--- src/rtl/pipelined_tree_multiplier_if.sv ---
// Operand/result handshake bundle for pipelined_tree_multiplier.
// The master side issues operands and consumes results; the slave side is the multiplier.
interface pipelined_tree_multiplier_if #(
  parameter int unsigned WIDTH = 4
);
  logic               in_valid;
  logic               in_ready;
  logic [WIDTH-1:0]   x;
  logic [WIDTH-1:0]   y;
  logic               is_signed;
  logic               out_valid;
  logic               out_ready;
  logic [2*WIDTH-1:0] o;
  logic               o_signed;

  modport master (
    output in_valid, x, y, is_signed, out_ready,
    input  in_ready, out_valid, o, o_signed
  );

  modport slave (
    input  in_valid, x, y, is_signed, out_ready,
    output in_ready, out_valid, o, o_signed
  );
endinterface

--- src/rtl/pipelined_tree_multiplier.sv ---
// Three-stage pipelined WIDTH x WIDTH multiplier (unsigned or Baugh-Wooley signed per beat).
// S1: partial products, S2: carry-save pair, S3: prefix-adder sum; valid/ready on both sides.
module pipelined_tree_multiplier #(
  parameter int unsigned WIDTH     = 4,
  parameter bit          SIGNED_EN = 1'b1
) (
  input logic                        clk,
  input logic                        rst,
  pipelined_tree_multiplier_if.slave bus
);
  localparam int unsigned PW  = 2 * WIDTH;
  localparam int unsigned NR  = WIDTH + 1;
  localparam int unsigned LVL = $clog2(PW);

  logic s1_v_q, s1_v_d, s2_v_q, s2_v_d, s3_v_q, s3_v_d;
  logic s1_adv, s2_adv, s3_adv;
  logic in_fire, ld2, ld3;

  logic [NR-1:0][PW-1:0] pp_q, pp_d;
  logic                  s1_sgn_q, s1_sgn_d;
  logic [PW-1:0]         sum_q, sum_d, cry_q, cry_d;
  logic                  s2_sgn_q, s2_sgn_d;
  logic [PW-1:0]         o_q, o_d;
  logic                  o_signed_q, o_signed_d;
  logic                  sgn_c;

  // Stall chain: a stage moves when its successor is empty or moving.
  always_comb begin
    s3_adv  = ~s3_v_q | bus.out_ready;
    s2_adv  = ~s2_v_q | s3_adv;
    s1_adv  = ~s1_v_q | s2_adv;
    in_fire = bus.in_valid & s1_adv;
    ld2     = s2_adv & s1_v_q;
    ld3     = s3_adv & s2_v_q;
    s1_v_d  = s1_adv ? bus.in_valid : s1_v_q;
    s2_v_d  = s2_adv ? s1_v_q : s2_v_q;
    s3_v_d  = s3_adv ? s2_v_q : s3_v_q;
  end

  assign bus.in_ready  = s1_adv;
  assign bus.out_valid = s3_v_q;
  assign bus.o         = o_q;
  assign bus.o_signed  = o_signed_q;

  // S1: AND matrix; in signed mode the MSB row/column terms are inverted (corner kept)
  // and a constant row adds 1s at columns WIDTH and PW-1.
  always_comb begin
    sgn_c    = SIGNED_EN & bus.is_signed;
    pp_d     = pp_q;
    s1_sgn_d = s1_sgn_q;
    if (in_fire) begin
      pp_d     = '0;
      s1_sgn_d = sgn_c;
      for (int unsigned i = 0; i < WIDTH; i++) begin
        for (int unsigned j = 0; j < WIDTH; j++) begin
          pp_d[i][i+j] = (bus.x[j] & bus.y[i]) ^
                         (sgn_c & ((i == WIDTH - 1) != (j == WIDTH - 1)));
        end
      end
      if (sgn_c) begin
        pp_d[WIDTH][WIDTH]  = 1'b1;
        pp_d[WIDTH][PW-1]   = 1'b1;
      end
    end
  end

  // S2: 3:2 compressor rows fold the partial products into a carry-save pair.
  always_comb begin : csa_reduce
    logic [PW-1:0] s, c, t;
    s = pp_q[0];
    c = pp_q[1];
    for (int unsigned r = 2; r < NR; r++) begin
      t = (s & c) | (s & pp_q[r]) | (c & pp_q[r]);
      s = s ^ c ^ pp_q[r];
      c = t << 1;
    end
    sum_d    = sum_q;
    cry_d    = cry_q;
    s2_sgn_d = s2_sgn_q;
    if (ld2) begin
      sum_d    = s;
      cry_d    = c;
      s2_sgn_d = s1_sgn_q;
    end
  end

  // S3: Kogge-Stone generate/propagate prefix adder on the carry-save pair.
  always_comb begin : prefix_add
    logic [PW-1:0] g, p, gt, pt;
    g = sum_q & cry_q;
    p = sum_q ^ cry_q;
    for (int unsigned l = 0; l < LVL; l++) begin
      gt = g;
      pt = p;
      for (int unsigned i = (1 << l); i < PW; i++) begin
        g[i] = gt[i] | (pt[i] & gt[i - (1 << l)]);
        p[i] = pt[i] & pt[i - (1 << l)];
      end
    end
    o_d        = o_q;
    o_signed_d = o_signed_q;
    if (ld3) begin
      o_d        = (sum_q ^ cry_q) ^ {g[PW-2:0], 1'b0};
      o_signed_d = s2_sgn_q;
    end
  end

  always_ff @(posedge clk or posedge rst) begin
    if (rst) begin
      s1_v_q     <= 1'b0;
      s2_v_q     <= 1'b0;
      s3_v_q     <= 1'b0;
      pp_q       <= '0;
      s1_sgn_q   <= 1'b0;
      sum_q      <= '0;
      cry_q      <= '0;
      s2_sgn_q   <= 1'b0;
      o_q        <= '0;
      o_signed_q <= 1'b0;
    end else begin
      s1_v_q     <= s1_v_d;
      s2_v_q     <= s2_v_d;
      s3_v_q     <= s3_v_d;
      pp_q       <= pp_d;
      s1_sgn_q   <= s1_sgn_d;
      sum_q      <= sum_d;
      cry_q      <= cry_d;
      s2_sgn_q   <= s2_sgn_d;
      o_q        <= o_d;
      o_signed_q <= o_signed_d;
    end
  end
endmodule

--- src/flat_wrapper.sv ---
// flat-port wrapper written by rule: the top's interface ports become plain ports
module pipelined_tree_multiplier_flat 
#(
  parameter int unsigned WIDTH     = 4,
  parameter bit          SIGNED_EN = 1'b1
)
  (clk, rst, bus_in_valid, bus_x, bus_y, bus_is_signed, bus_out_ready, bus_in_ready, bus_out_valid, bus_o, bus_o_signed);
  pipelined_tree_multiplier_if #(.WIDTH(WIDTH)) bus_i ();
  input logic clk;
  input logic rst;
  input wire logic [$bits(bus_i.in_valid)-1:0] bus_in_valid;
  input wire logic [$bits(bus_i.x)-1:0] bus_x;
  input wire logic [$bits(bus_i.y)-1:0] bus_y;
  input wire logic [$bits(bus_i.is_signed)-1:0] bus_is_signed;
  input wire logic [$bits(bus_i.out_ready)-1:0] bus_out_ready;
  output wire logic [$bits(bus_i.in_ready)-1:0] bus_in_ready;
  output wire logic [$bits(bus_i.out_valid)-1:0] bus_out_valid;
  output wire logic [$bits(bus_i.o)-1:0] bus_o;
  output wire logic [$bits(bus_i.o_signed)-1:0] bus_o_signed;
  assign bus_i.in_valid = bus_in_valid;
  assign bus_i.x = bus_x;
  assign bus_i.y = bus_y;
  assign bus_i.is_signed = bus_is_signed;
  assign bus_i.out_ready = bus_out_ready;
  assign bus_in_ready = bus_i.in_ready;
  assign bus_out_valid = bus_i.out_valid;
  assign bus_o = bus_i.o;
  assign bus_o_signed = bus_i.o_signed;
  pipelined_tree_multiplier #(.WIDTH(WIDTH), .SIGNED_EN(SIGNED_EN)) u_core (.clk(clk), .rst(rst), .bus(bus_i));
endmodule
--- config.mk ---
export PLATFORM = sky130hd
export DESIGN_NAME = pipelined_tree_multiplier_flat
export DESIGN_NICKNAME = d
export VERILOG_FILES = /design/src/rtl/pipelined_tree_multiplier_if.sv /design/src/rtl/pipelined_tree_multiplier.sv /design/src/flat_wrapper.sv
export SDC_FILE = /design/constraint.sdc
export NUM_CORES = 1
export LEC_CHECK = 0
export CORE_MARGIN = 1
export CORE_UTILIZATION = 49
export DETAILED_ROUTE_END_ITERATION = 8
export PLACE_DENSITY = 0.84
export SLEW_MARGIN = 0
export SYNTH_ARGS = -nofsm -noshare
export SYNTH_HDL_FRONTEND = slang
export SYNTH_SLANG_ARGS = --single-unit
--- constraint.sdc ---
create_clock -name clk -period 2.2 [get_ports clk]
set_input_delay 0.66 -clock clk [delete_from_list [all_inputs] [get_ports clk]]
set_output_delay 0.66 -clock clk [all_outputs]
set_load 0.005 [all_outputs]
==> results of run 1 <==
final cells by class:
cell class	count	area share (%)
well taps	50	2.54
repair buffers	31	12.0
clock buffers	6	2.95
multi-input cells	100	35.9
clock inverters	2	0.407
inverters	29	4.42
flip-flops and latches	41	41.7
what timing repair did:
item / 4_1_cts / 5_1_grt
gates resized for setup: 6 / 0
setup endpoints to repair: 2 / 1
buffers inserted: 0 / 1
cloned: 0 / 0
pin swaps: 3 / 0
registers in the layout, summed over array words and instances (netlist names):
| name | cells |
|---|---|
| u_core.bus.o_signed | 1 |
| u_core.s1_v_q | 1 |
| u_core.cry_q | 4 |
| u_core.pp_q | 17 |
| u_core.bus.out_valid | 1 |
| u_core.bus.o | 8 |
| u_core.sum_q | 8 |
| u_core.s2_v_q | 1 |
path summary, 6_finish.rpt:
kind	startpoint	endpoint	slack, ps	depth (start not counted)
min in group asynchronous	rst	u_core.sum_q[2]	790	3
max in group asynchronous	rst	u_core.sum_q[5]	1060	3
hold / removal	u_core.sum_q[3]	u_core.bus.o[3]	510	1
setup / recovery	u_core.pp_q[19]	u_core.sum_q[3]	60	6
setup reg to reg	u_core.pp_q[19]	u_core.sum_q[3]	60	6
hold reg to reg	u_core.sum_q[3]	u_core.bus.o[3]	510	1
synthesized netlist by cell type, types with 2 or more instances:
cell type	number	area, um2
buf_2	3	15.0
fa_1	7	140
o21ai_2	4	35.0
inv_1	29	109
dfrtp_1	41	1030
nand2_1	7	26.3
ha_1	9	113
buf_6	4	45.0
a31oi_1	2	12.5
xor2_1	7	61.3
mux2i_1	2	20.0
nand4_1	10	62.6
nand2b_1	3	18.8
and2_1	2	12.5
nand3_1	3	15.0
a21oi_1	9	45.0
o21ai_0	7	35.0
mux2_2	16	180
a21oi_2	6	52.6
power by group through the flow:
stage / combinational, mW / clock [mW] / sequential, mW
3_5_place_dp: 0.812 / 0 / 1.09
3_3_place_gp: 0.781 / 0 / 1.08
2_1_floorplan: 0.517 / 0 / 1.07
6_report: 0.812 / 0.468 / 1.08
4_1_cts: 0.824 / 0.490 / 1.08
5_1_grt: 0.922 / 0.526 / 1.10
cells by family (layout without fill, tap and decap cells):
group           after synthesis  in the layout  synth area share (%)
flops                        41             41                  49.2
buf+inv                      38             68                  8.45
compound gates               29             29                  8.99
simple gates                 28             28                  7.61
mux                          19             19                  10.3
fa+ha+maj                    16             16                  12.1
xor+xnor                      8              8                  3.36
worst reg2reg max path, stage by stage (launching register included):
cell     delay, ps
dfrtp_1        410
fa_1           550
inv_2           40
fa_1           470
inv_1           40
ha_1           270
mux2_2         260
layer usage:
metal / routed length (um) / global-route usage (%) / share of wire, %
met2: 1720 / 27.5 / 48
met1: 1640 / 23.1 / 46
met3: 143 / 5.07 / 4.0
met4: 75 / 8.78 / 2.1
met5: 0 / 0 / 0
==> results.yml, run 1 <==
sta:
  hold_violations: 0
  clock.fmax_mhz: 467
  holdWs_ps: 508
  fin_ws_ps: 56.4
  relSlewSlack_pct: 66.7
  setup_tns_ps: 0
  slew_viol_final: 0
  finalClockSkew_ps: 2.75
  timing.final.crit_share_pct: 97.4
  period_minus_slack_ps: 2140
  worstMarginPinSlew_ps: 499
  setup-violations-final: 0
placement:
  dp_hpwl_um: 2540
  port_buffers: 23
  place_congestion: 0.834
  dp.cells: 250
  post_dp_cell_area_mm2: 0.00238
  place_ws_ps: -339
route:
  via_per_inst: 5.20
  drc: 0
  routed_wl_um: 3580
  vias: 1346
  drt_iter0_drc: 103
  dr.pass1.iters: 4
  drtAntennaViolNets: 0
  wl_per_cell_um: 13.8
finish:
  fillers: 329
  final_area_mm2: 0.00246
  drive_above_1_share_pct: 21.1
  seq_area_mm2: 0.00103
  diodes: 0
  final_core_util_pct: 60.7
  syn2layout_area_growth_pct: 17.9
  nets: 237
  stdcell_count: 259
  multiInputGateArea_um2: 885
  mostFrequentLayoutCells: "dfrtp_1, inv_1, clkdlybuf4s50_1"
  mostFrequentLayoutCell: "dfrtp_1"
global_routing:
  grt_pass1_vias: 1269
  grt.total_usage_pct: 17.9
  grt_overflow: 0
  grt_pass1_wl_um: 5760
  grt_max_degree: 42
  antenna_found_initial: 0
power_and_ir_drop:
  powerDensity_mw_per_mm2: 957
  total_power_mw: 2.36
  seq_power_share_pct: 45.7
  pwr-share-comb_pct: 34.5
  p_leak_nw: 1.15
  p_switching_mw: 0.705
  switching_share_pct: 29.9
  pwr-share-clk_pct: 19.9
  intPower_mw: 1.65
  vdd_ir_drop_max_uv: 323
flow_run:
  drv_cap: 0
synthesis:
  syn_area_mm2: 0.00209
  synth.distinct_cells: 27
  synth_seq_cells: 41
  async_reset_ff_share_pct: 100
  synth_cells: 179
  synth-seq-area-share_pct: 49.2
  avgSynthCellArea_um2: 11.7
  ys_warn_count: 0
  synth_edf_count: 0
  synth_flop_cell: "dfrtp_1"
  syn-num-nets: 208
die:
  die_w_um: 67.3
  ioPinCount: 24
  initial_utilization_pct: 51.4
  row_count: 23
  core_area_mm2: 0.00406
  die_area_mm2: 0.00452
  die_h_um: 67.3
hold_path:
  hp-class: "reg2reg"
clock_tree:
  clock_latency_ps: 290
  clockBufferDepth: 2
  holdBufCountCts: 0
  clk_pin_slew_worst_paths_ps: 70
  clock-sinks: 41
  htreeDepth: 2
  cts_made_buffers: 5
  cts-root-buf: "clkbuf_8"
  cts_tree: "built"
worst_setup_path:
  worstSetupEndpointType: "flip-flop"
  crit_chain: "fa_1 > inv_2 > fa_1 > inv_1 > ha_1 > mux2_2"
  cp_common_cell: "fa_1"
  path_buf_inv: 2
  startpoint_type: "flip-flop"
  worstPathArrival_ps: 2320
  crit_fanout: 2
  slowest_stage: "fa_1"
  crit_required_ps: 2380
  critPathMaxStageDelay_ps: 550
  path_class: "reg2reg"
  crit_family: "adder cells"
outcome:
  status: "finished, final reports clean"
(Power assumes the default switching activity.)
==> run 2, diff against run 1 <==
--- a/config.mk
+++ b/config.mk
@@ -6,9 +6,9 @@
 export NUM_CORES = 1
 export LEC_CHECK = 0
 export CORE_MARGIN = 1
-export CORE_UTILIZATION = 49
+export CORE_UTILIZATION = 35
 export DETAILED_ROUTE_END_ITERATION = 8
-export PLACE_DENSITY = 0.84
+export PLACE_DENSITY = 0.66
 export SLEW_MARGIN = 0
 export SYNTH_ARGS = -nofsm -noshare
 export SYNTH_HDL_FRONTEND = slang
==> run 2 against run 1 <==
Effect of this change:
- register-to-register slack gained 30 ps
- core utilization fell by 16 points
- combinational power decreased by 0.9%
- sequential share of layout area decreased by 0.77 points
- clock skew rose by 7.0 ps
- count of clock-buffer cells in the layout unchanged
- sequential power about the same
- largest power group unchanged
==> results.yml, run 2 (same netlist as run 1, synthesis figures left out) <==
outcome:
  status: "finished, final reports clean"
sta:
  relSlewSlack_pct: 66.1
  fin_ws_ps: 83.0
  setup-violations-final: 0
  worstMarginPinSlew_ps: 508
  slew_viol_final: 0
  hold_violations: 0
  clock.fmax_mhz: 472
  period_minus_slack_ps: 2120
  holdWs_ps: 507
  rsz0062_at_grt: "false"
  finalClockSkew_ps: 9.80
  timing.final.crit_share_pct: 96.2
clock_tree:
  cts_made_buffers: 5
  clockBufferDepth: 2
  clock_latency_ps: 300
  htreeDepth: 2
  cts_tree: "built"
  clk_pin_slew_worst_paths_ps: 80
  clock-sinks: 41
  cts_setup_buffers: 0
  cts-root-buf: "clkbuf_8"
finish:
  syn2layout_area_growth_pct: 20.1
  nets: 236
  largest_register: "u_core.pp_q"
  final_core_util_pct: 44.4
  mostFrequentLayoutCells: "dfrtp_1, inv_1, clkdlybuf4s50_1"
  largest_register_ffs: 17
  diodes: 0
  fillers: 519
  mostFrequentLayoutCell: "dfrtp_1"
  drive_above_1_share_pct: 20.7
die:
  die_area_mm2: 0.00628
  die_w_um: 79.2
  ioPinCount: 24
  row_count: 27
  initial_utilization_pct: 37.0
  die_h_um: 79.2
  core_area_mm2: 0.00564
placement:
  port_buffers: 23
  place_congestion: 0.778
  place_ws_ps: -353
  dp_hpwl_um: 2580
power_and_ir_drop:
  powerDensity_mw_per_mm2: 952
  vdd_ir_drop_max_uv: 461
  p_leak_nw: 1.15
  total_power_mw: 2.39
global_routing:
  grt.total_usage_pct: 13.1
  antenna_found_initial: 0
  use_met2_pct: 19.1
  grt_pass1_wl_um: 6140
  met1_usage_pct: 17.5
  busiest_layer: "met2"
  grt_overflow: 0
  use_met3_pct: 4.60
  grt_max_degree: 42
  grt_pass1_vias: 1341
route:
  dr.pass1.iters: 4
  vias: 1307
  drc: 0
  via_per_inst: 4.67
  drt_iter0_drc: 46
  wl_per_cell_um: 12.5
  routed_wl_um: 3510
  drtAntennaViolNets: 0
hold_path:
  hold_end: "u_core.bus.o[0]"
  hp-class: "reg2reg"
  worstHoldStart: "u_core.sum_q[0]"
  hold_depth: 1
worst_setup_path:
  worstSetupEndpointType: "flip-flop"
  r2r_cells: 6
  rrSetupSlack_ps: 80
  r2r-end: "u_core.sum_q[3]"
  worstPathArrival_ps: 2310
  crit_fanout: 2
  crit_required_ps: 2390
  startpoint_type: "flip-flop"
  r2r_start: "u_core.pp_q[3]"
  path_class: "reg2reg"
flow_run:
  drv_cap: 0
-- run 2: power breakdown --
group          switching [mW]  total (mW)  internal, mW
logic                   0.331       0.805         0.474
clock network           0.255       0.509         0.254
registers               0.114        1.07         0.958
-- run 2: how the worst max path moves through the flow --
stage	from	to	slack, ps	depth (start not counted)
floorplan	u_core.pp_q[3]	u_core.sum_q[3]	50	6
global placement	bus_out_ready	bus_in_ready	-380	3
detailed placement	bus_out_ready	bus_in_ready	-350	3
CTS	u_core.pp_q[19]	u_core.sum_q[3]	60	6
global route	u_core.pp_q[3]	u_core.sum_q[3]	3	6
finish	u_core.pp_q[3]	u_core.sum_q[3]	80	6
-- run 2: timing repair --
item	4_1_cts	5_1_grt
resized for setup	5	0
endpoints found under the setup margin	2	1
pin swaps	3	1
hold buffers	0	0
-- run 2: cell type report --
cell class / count / area [um2] / share of cell area (%)
Clock buffer: 6 / 82.6 / 3.29
Clock inverter: 2 / 13.8 / 0.549
Inverter: 29 / 109 / 4.34
Multi-Input combinational cell: 100 / 885 / 35.3
Sequential cell: 41 / 1030 / 40.9
Tap cell: 72 / 90.1 / 3.59
Timing Repair Buffer: 30 / 302 / 12.0
-- run 2: through the flow --
step,cell area (um2),instances,TNS [ps]
global placement,2420,272,-775
global route,2510,280,0
CTS,2510,280,0
detailed placement,2420,272,-736
floorplan,2090,179,0
finish,2510,280,0
-- run 2: worst max-delay path, cell delays in order (launching register included) --
cell	delay, ps
dfrtp_1	400
fa_1	540
inv_1	50
fa_1	470
inv_1	40
ha_1	270
mux2_2	260
-- run 2: metal layers --
metal | up-vias | part of all wire (%) | routed length, um
met3 | 7 | 4.9 | 173
met1 | 625 | 50 | 1770
met4 | 0 | 1.9 | 65
met2 | 27 | 43 | 1500
li1 | 648 | - | -
met5 | - | 0 | 0
